--- src/rtl/sub_pipe_pkg.sv ---
// ---------------------------------------------------------------------------
// sub_pipe_pkg
// Shared constants and types for the two-stage pipelined subtractor.
//   SUB_WIDTH / SUB_WIDTH1 / SUB_WIDTH2 : default total, LSB-segment and
//                                         MSB-segment widths
//   sub_s1_t                            : stage-1 payload {b1, dl, bm, dm, xs, ys}
// Optional feature macro: SUB_PIPE_OVF_EN adds the xs/ys sign bits to the
// stage-1 payload so the signed-overflow flag can be produced in stage 2.
// ---------------------------------------------------------------------------
package sub_pipe_pkg;

  localparam int SUB_WIDTH  = 15;
  localparam int SUB_WIDTH1 = 7;
  localparam int SUB_WIDTH2 = 8;

  // dl/b1: LSB difference and its borrow-out; dm/bm: raw MSB difference and
  // its borrow-out, before the LSB borrow is folded in by stage 2.
  typedef struct packed {
    logic                  b1;
    logic [SUB_WIDTH1-1:0] dl;
    logic                  bm;
    logic [SUB_WIDTH2-1:0] dm;
`ifdef SUB_PIPE_OVF_EN
    logic                  xs;
    logic                  ys;
`endif
  } sub_s1_t;

endpackage

--- src/rtl/sub_pipe_if.sv ---
// ---------------------------------------------------------------------------
// sub_pipe_if
// Operand/result bus of sub_pipe with valid/ready handshakes on both ends.
//   x, y, in_valid  : operands and their valid   (producer -> sub_pipe)
//   in_ready        : sub_pipe can take operands (sub_pipe -> producer)
//   diff, borrow    : result and unsigned borrow (sub_pipe -> consumer)
//   ovf             : signed overflow, only with SUB_PIPE_OVF_EN
//   out_valid       : result valid               (sub_pipe -> consumer)
//   out_ready       : consumer takes the result  (consumer -> sub_pipe)
// Modports: master = producer/consumer side, slave = sub_pipe side.
// ---------------------------------------------------------------------------
interface sub_pipe_if #(
  parameter int WIDTH = sub_pipe_pkg::SUB_WIDTH
) ();

  logic [WIDTH-1:0] x;
  logic [WIDTH-1:0] y;
  logic             in_valid;
  logic             in_ready;
  logic [WIDTH-1:0] diff;
  logic             borrow;
`ifdef SUB_PIPE_OVF_EN
  logic             ovf;
`endif
  logic             out_valid;
  logic             out_ready;

  modport master (
    output x, y, in_valid, out_ready,
`ifdef SUB_PIPE_OVF_EN
    input  ovf,
`endif
    input  in_ready, diff, borrow, out_valid
  );

  modport slave (
    input  x, y, in_valid, out_ready,
`ifdef SUB_PIPE_OVF_EN
    output ovf,
`endif
    output in_ready, diff, borrow, out_valid
  );

endinterface

--- src/rtl/sub_pipe_seg.sv ---
// ---------------------------------------------------------------------------
// sub_pipe_seg
// Unsigned N-bit segment subtractor with borrow-in and borrow-out:
//   {bout_o, d_o} = {0, a_i} - {0, b_i} - bin_i
// Ports: a_i (minuend), b_i (subtrahend), bin_i (borrow in),
//        d_o (difference mod 2^N), bout_o (borrow out).
// ---------------------------------------------------------------------------
module sub_pipe_seg #(
  parameter int N = 8
) (
  input  logic [N-1:0] a_i,
  input  logic [N-1:0] b_i,
  input  logic         bin_i,
  output logic [N-1:0] d_o,
  output logic         bout_o
);

  logic [N:0] res;

  // The extra MSB goes to 1 exactly when the true result is negative.
  assign res = {1'b0, a_i} - {1'b0, b_i} - {{N{1'b0}}, bin_i};
  assign {bout_o, d_o} = res;

endmodule

--- src/rtl/sub_pipe.sv ---
// ---------------------------------------------------------------------------
// sub_pipe
// Two-stage pipelined subtractor, diff = x - y mod 2^WIDTH. Stage 1 subtracts
// the LSB and MSB segments independently; stage 2 folds the registered LSB
// borrow into the MSB segment. Two-entry pipeline with full back-pressure.
// Ports:
//   clk   : rising-edge clock
//   rst_n : asynchronous active-low reset (clears control and data)
//   bus   : sub_pipe_if.slave (x, y, in_valid, in_ready, diff, borrow,
//           [ovf], out_valid, out_ready)
// Optional feature macro: SUB_PIPE_OVF_EN compiles in the signed-overflow
// output, its sign-bit registers and the overflow logic.
// ---------------------------------------------------------------------------
module sub_pipe
  import sub_pipe_pkg::*;
#(
  parameter int WIDTH  = SUB_WIDTH,
  parameter int WIDTH1 = SUB_WIDTH1,
  parameter int WIDTH2 = SUB_WIDTH2
) (
  input  logic     clk,
  input  logic     rst_n,
  sub_pipe_if.slave bus
);

  // Elaboration guards: segment widths must tile the operand, and the
  // stage-1 payload layout is taken from the package struct.
  generate
    if (WIDTH != WIDTH1 + WIDTH2) begin : g_width_sum_chk
      $error("sub_pipe: WIDTH (%0d) must equal WIDTH1 + WIDTH2 (%0d)",
             WIDTH, WIDTH1 + WIDTH2);
    end
    if ((WIDTH1 != SUB_WIDTH1) || (WIDTH2 != SUB_WIDTH2)) begin : g_payload_chk
      $error("sub_pipe: WIDTH1/WIDTH2 must match the sub_s1_t payload layout");
    end
  endgenerate

`ifdef SUB_PIPE_OVF_EN
  // Operands of differing sign overflow when the result sign differs from x.
  function automatic logic ovf_detect(input logic xs, input logic ys,
                                      input logic rs);
    return (xs ^ ys) & (rs ^ xs);
  endfunction
`endif

  logic             vld_p1_q;
  logic             vld_p2_q;
  logic             adv_p1;
  logic             adv_p2;
  logic             accept;

  sub_s1_t          s1_d;
  sub_s1_t          s1_q;

  logic [WIDTH1-1:0] dl_d;
  logic              b1_d;
  logic [WIDTH2-1:0] dm_d;
  logic              bm_d;

  logic [WIDTH2-1:0] dm2;
  logic              bm2;

  logic [WIDTH-1:0]  diff_p2_d;
  logic [WIDTH-1:0]  diff_p2_q;
  logic              borrow_p2_d;
  logic              borrow_p2_q;
`ifdef SUB_PIPE_OVF_EN
  logic              ovf_p2_d;
  logic              ovf_p2_q;
`endif

  // A stage may load when it is empty or its contents move on this edge.
  assign adv_p2       = ~vld_p2_q | bus.out_ready;
  assign adv_p1       = ~vld_p1_q | adv_p2;
  assign accept       = bus.in_valid & adv_p1;
  assign bus.in_ready = adv_p1;

  // ---- stage 1: independent segment subtracts ----
  sub_pipe_seg #(.N(WIDTH1)) u_seg_lsb (
    .a_i   (bus.x[WIDTH1-1:0]),
    .b_i   (bus.y[WIDTH1-1:0]),
    .bin_i (1'b0),
    .d_o   (dl_d),
    .bout_o(b1_d)
  );

  sub_pipe_seg #(.N(WIDTH2)) u_seg_msb (
    .a_i   (bus.x[WIDTH-1:WIDTH1]),
    .b_i   (bus.y[WIDTH-1:WIDTH1]),
    .bin_i (1'b0),
    .d_o   (dm_d),
    .bout_o(bm_d)
  );

  always_comb begin
    s1_d    = '0;
    s1_d.b1 = b1_d;
    s1_d.dl = dl_d;
    s1_d.bm = bm_d;
    s1_d.dm = dm_d;
`ifdef SUB_PIPE_OVF_EN
    s1_d.xs = bus.x[WIDTH-1];
    s1_d.ys = bus.y[WIDTH-1];
`endif
  end

  always_ff @(posedge clk or negedge rst_n) begin
    if (!rst_n) begin
      vld_p1_q <= 1'b0;
      s1_q     <= '0;
    end else if (adv_p1) begin
      vld_p1_q <= accept;
      if (accept) begin
        s1_q <= s1_d;
      end
    end
  end

  // ---- stage 2: fold the LSB borrow into the MSB segment ----
  sub_pipe_seg #(.N(WIDTH2)) u_seg_dec (
    .a_i   (s1_q.dm),
    .b_i   ({WIDTH2{1'b0}}),
    .bin_i (s1_q.b1),
    .d_o   (dm2),
    .bout_o(bm2)
  );

  // bm and bm2 cannot both be set: bm2 needs dm = 0, which with bm = 1
  // would require xM - yM = -2^WIDTH2, impossible for WIDTH2-bit operands.
  assign diff_p2_d   = {dm2, s1_q.dl};
  assign borrow_p2_d = s1_q.bm | bm2;
`ifdef SUB_PIPE_OVF_EN
  assign ovf_p2_d    = ovf_detect(s1_q.xs, s1_q.ys, dm2[WIDTH2-1]);
`endif

  always_ff @(posedge clk or negedge rst_n) begin
    if (!rst_n) begin
      vld_p2_q    <= 1'b0;
      diff_p2_q   <= '0;
      borrow_p2_q <= 1'b0;
`ifdef SUB_PIPE_OVF_EN
      ovf_p2_q    <= 1'b0;
`endif
    end else if (adv_p2) begin
      vld_p2_q <= vld_p1_q;
      if (vld_p1_q) begin
        diff_p2_q   <= diff_p2_d;
        borrow_p2_q <= borrow_p2_d;
`ifdef SUB_PIPE_OVF_EN
        ovf_p2_q    <= ovf_p2_d;
`endif
      end
    end
  end

  // ---- outputs ----
  assign bus.out_valid = vld_p2_q;
  assign bus.diff      = diff_p2_q;
  assign bus.borrow    = borrow_p2_q;
`ifdef SUB_PIPE_OVF_EN
  assign bus.ovf       = ovf_p2_q;
`endif

endmodule

--- src/flat_wrapper.sv ---
// flat-port wrapper written by rule: the top's interface ports become plain ports
module sub_pipe_flat import sub_pipe_pkg::*;
#(
  parameter int WIDTH  = SUB_WIDTH,
  parameter int WIDTH1 = SUB_WIDTH1,
  parameter int WIDTH2 = SUB_WIDTH2
)
  (clk, rst_n, bus_x, bus_y, bus_in_valid, bus_out_ready, bus_in_ready, bus_diff, bus_borrow, bus_out_valid);
  sub_pipe_if #(.WIDTH(WIDTH)) bus_i ();
  input  logic clk;
  input  logic rst_n;
  input wire logic [$bits(bus_i.x)-1:0] bus_x;
  input wire logic [$bits(bus_i.y)-1:0] bus_y;
  input wire logic [$bits(bus_i.in_valid)-1:0] bus_in_valid;
  input wire logic [$bits(bus_i.out_ready)-1:0] bus_out_ready;
  output wire logic [$bits(bus_i.in_ready)-1:0] bus_in_ready;
  output wire logic [$bits(bus_i.diff)-1:0] bus_diff;
  output wire logic [$bits(bus_i.borrow)-1:0] bus_borrow;
  output wire logic [$bits(bus_i.out_valid)-1:0] bus_out_valid;
  assign bus_i.x = bus_x;
  assign bus_i.y = bus_y;
  assign bus_i.in_valid = bus_in_valid;
  assign bus_i.out_ready = bus_out_ready;
  assign bus_in_ready = bus_i.in_ready;
  assign bus_diff = bus_i.diff;
  assign bus_borrow = bus_i.borrow;
  assign bus_out_valid = bus_i.out_valid;
  sub_pipe #(.WIDTH(WIDTH), .WIDTH1(WIDTH1), .WIDTH2(WIDTH2)) u_core (.clk(clk), .rst_n(rst_n), .bus(bus_i));
endmodule
--- config.mk ---
export PLATFORM = sky130hd
export DESIGN_NAME = sub_pipe_flat
export DESIGN_NICKNAME = d
export VERILOG_FILES = /design/src/rtl/sub_pipe_pkg.sv /design/src/rtl/sub_pipe_if.sv /design/src/rtl/sub_pipe_seg.sv /design/src/rtl/sub_pipe.sv /design/src/flat_wrapper.sv
export SDC_FILE = /design/constraint.sdc
export NUM_CORES = 1
export LEC_CHECK = 0
export ABC_AREA = 1
export CAP_MARGIN = 30
export CORE_AREA = 3 3 71 73
export CTS_BUF_LIST = sky130_fd_sc_hd__clkbuf_4 sky130_fd_sc_hd__clkbuf_8 sky130_fd_sc_hd__clkbuf_16
export CTS_CLUSTER_SIZE = 16
export DETAILED_ROUTE_END_ITERATION = 16
export DIE_AREA = 0 0 74 76
export MAX_ROUTING_LAYER = met4
export PLACE_DENSITY_LB_ADDON = 0.3
export SYNTH_ARGS = -nofsm -noshare
export SYNTH_HDL_FRONTEND = slang
export SYNTH_SLANG_ARGS = --single-unit
export TNS_END_PERCENT = 20
--- constraint.sdc ---
create_clock -name clk -period 1.8 [get_ports clk]
set_input_delay 0.54 -clock clk [delete_from_list [all_inputs] [get_ports clk]]
set_output_delay 0.54 -clock clk [all_outputs]
set_load 0.1 [all_outputs]
==> parameters.txt <==
Parameter                              Value

GRT
  GRT Total Usage    0.179
  Via count of the first global-routing pass    1,837
  First-pass GRT wire length    7880 µm
  Antenna violations before repair    0
  Global-route congestion overflow total    0
  Maximum number of pins on one net before global-route repair    36

Clock tree
  Deepest clock path buffer count    2
  Cts bufs inserted    5
  Clock input transition at the sequential cells of the worst setup and hold paths    0.06 ns
  Library cell used as clock root buffer    clkbuf_8
  CTS tree    built
  Clock insertion delay at the later pin of the skew report    0.29 ns
  TritonCTS Sinks    35
  CTS H-Tree Depth    2

Timing
  Post-route worst hold slack    0.489 ns
  Period utilization    1.00
  Setup violators final    0
  Number of failing hold endpoints at the final stage    0
  Unrepaired setup endpoints after global routing    true
  Least-Margin Pin Slew    0.336 ns
  Upper clock frequency limit    0.556 GHz
  Final Max Slew Viols    0
  Worst clock skew    0.00591 ns
  Max-Slew Margin vs Limit    0.776
  Minimum clock period after layout    1.80 ns

Setup path
  Kind of launch point of the worst setup path    input port
  Worst EP arrival    1.98 ns
  CP Capture Type    flip-flop
  Req. time, crit path    1.98 ns
  Critical-path maximum fanout    3
  Launch point of the worst reg-to-reg path    u_core.s1_q[0]
  Category of the most critical setup path    in -> reg
  End of the worst register-to-register path    u_core.bus.diff[13]
  Reg2reg path depth    8
  Setup slack on the worst flop-to-flop path    0.37 ns

Die
  Placeable Area    4410 µm²
  Starting density of the core    0.493
  Rows    24
  # IOs    52
  Die outline height    76 µm
  Die Footprint    5620 µm²
  Width of the die    74 µm

Final layout
  Nets@finish    407
  Commonest non-fill, non-tap cell in the layout    nand2_1
  Layout overhead on the synthesized area    51.9%
  Final non-filler cell area    3310 µm²
  Multi-input combinational cell area    1210 µm²
  Diode count    0
  Layout cell share with drive strength beyond 1    0.226
  Commonest non-fill, non-tap cells in the layout    nand2_1, inv_1, dfrtp_1
  Number of filler instances in the final layout    297
  Area taken by flip-flops and latches    877 µm²

Power
  Worst IR drop on VDD    0.000824 V
  Pwr dens    1310 nW/µm²
  Leakage power summed over all cells    1.69 nW

Synthesis
  Top cell type by total area after synthesis    dfrtp_1
  Area share of the largest cell type after synthesis    0.402
  Synth top area cells    dfrtp_1, nand2_1, ha_1
  Number of instances in the synthesized netlist    281
  Synth Cell Area    2180 µm²
  FF+latch count, synth    35
  Count of cell types in the netlist    26
  Avg Synthesized Cell Area    7.75 µm²
  Net Count, Synth    335
  Sequential area share after synthesis    0.402
  Warnings from Yosys    0

Placed design
  HPWL after detailed placement    3580 µm
  Area after DPL    3030 µm²
  Number of port buffers    51
  RePlAce Congestion    0.863

Route
  Vias per cell    5.00
  DRT Wirelength    4810 µm
  Residual DRC    0
  Number of nets still failing antenna checks after routing    0
  DRC violation total after the first TritonRoute iteration    99
  Total number of vias    2,028
  DR WL/cell    11.8 µm
  DRT Pass-1 Iters    4

Hold path
  Startpoint of the most critical hold path    u_core.s1_q[1]
  Endpoint of the worst hold path    u_core.s1_q[1]
  Worst min-delay path class    reg -> reg
  Hold Crit Depth    2

Status
  Result of the run    finished, final reports clean

Run
  Max-cap check violation count    0
[cell usage after synthesis]
library cell,instances
buf_4,1
o21a_1,1
nand3b_1,4
o21ai_0,7
and3_1,1
buf_2,1
nand3_2,1
inv_2,4
o21ai_1,4
a21oi_2,1
fa_1,2
nor2_1,17
buf_6,2
nand3_1,17
xor2_1,4
or2_2,3
a31oi_1,3
a21oi_1,11
nand4_1,3
o22ai_2,2
nand2_1,92
o21ai_2,4
inv_1,42
dfrtp_1,35
ha_1,18
nand2_4,1
[per-layer routing]
| metal | vias to the layer above | track usage | part of all wire |
|---|---|---|---|
| li1 | 1036 | - | - |
| met1 | 932 | 0.234 | 0.45 |
| met2 | 53 | 0.277 | 0.49 |
| met3 | 7 | 0.0356 | 0.042 |
| met4 | 0 | 0.0598 | 0.015 |
| met5 | - | - | 0 |
[stage by stage]
stage	total power, mW	instances	setup TNS [ns]	util	setup WS, ns
CTS	4.33	405	-0.0705	0.724	-0.0251
floorplan	2.57	281	0	-	0.0107
global route	4.55	406	-0.215	0.750	-0.0758
global placement	3.41	394	-3.81	0.685	-0.363
finish	4.34	406	0	0.750	0.000676
detailed placement	3.46	394	-4.41	0.685	-0.409
[worst max-delay path, cell delays in order]
cell             delay [ns]
clkdlybuf4s50_1        0.45
inv_1                  0.04
ha_2                   0.17
fa_2                   0.36
inv_1                  0.07
nand2_1                0.07
nand3_1                0.07
nand2_1                0.06
nand3_1                0.08
nand2_1                0.06
[worst max path at each step]
| stage | from | end | slack (ns) |
|---|---|---|---|
| 2_1_floorplan | u_core.bus.out_valid | u_core.s1_q[6] | 0.01 |
| 3_5_place_dp | bus_x[7] | u_core.s1_q[8] | -0.41 |
| 4_1_cts | bus_y[0] | u_core.diff_p2_d[6] | -0.03 |
| 6_report | bus_x[7] | u_core.s1_q[6] | 0.0007 |
| 3_3_place_gp | bus_x[7] | u_core.s1_q[4] | -0.36 |
| 5_1_grt | bus_y[1] | u_core.diff_p2_d[5] | -0.08 |
[registers in the layout, indices dropped and copies added, names as in the netlist]
register and flops:
u_core.bus.borrow 1, u_core.diff_p2_d 7, u_core.bus.diff 15, u_core.vld_p1_q 1, u_core.s1_q 10, u_core.bus.out_valid 1
[power breakdown]
part | leakage [nW] | switching (mW) | internal (mW)
registers | 0.422 | 0.203 | 0.997
logic | 1.20 | 1.44 | 0.857
clock network | 0.0688 | 0.273 | 0.568
[repair_timing]
item                                    in CTS  in global routing
buffers inserted                             3                  1
endpoints found under the setup margin       9                 11
pin swaps                                    2                  5
hold buffers                                 0                  0
gates resized for setup                      8                 19
[area by class of cell]
type / instances / area share
clock buffers: 6 / 0.0231
clock inverters: 2 / 0.0181
inverters: 46 / 0.0522
multi-input cells: 196 / 0.367
flip-flops and latches: 35 / 0.265
well taps: 52 / 0.0197
repair buffers: 69 / 0.255
[logic make-up (layout without fill, tap and decap cells)]
family | Yosys count | after routing | synth area share
and+or+nand+nor | 139 | 139 | 0.271
adders and majority gates | 20 | 20 | 0.122
buffers and inverters | 50 | 123 | 0.0953
AOI/OAI and AO/OA | 33 | 33 | 0.0942
xor gates and xnor gates | 4 | 4 | 0.0161
DFF | 35 | 35 | 0.402
Note: power is estimated with default switching activity, not from simulation.
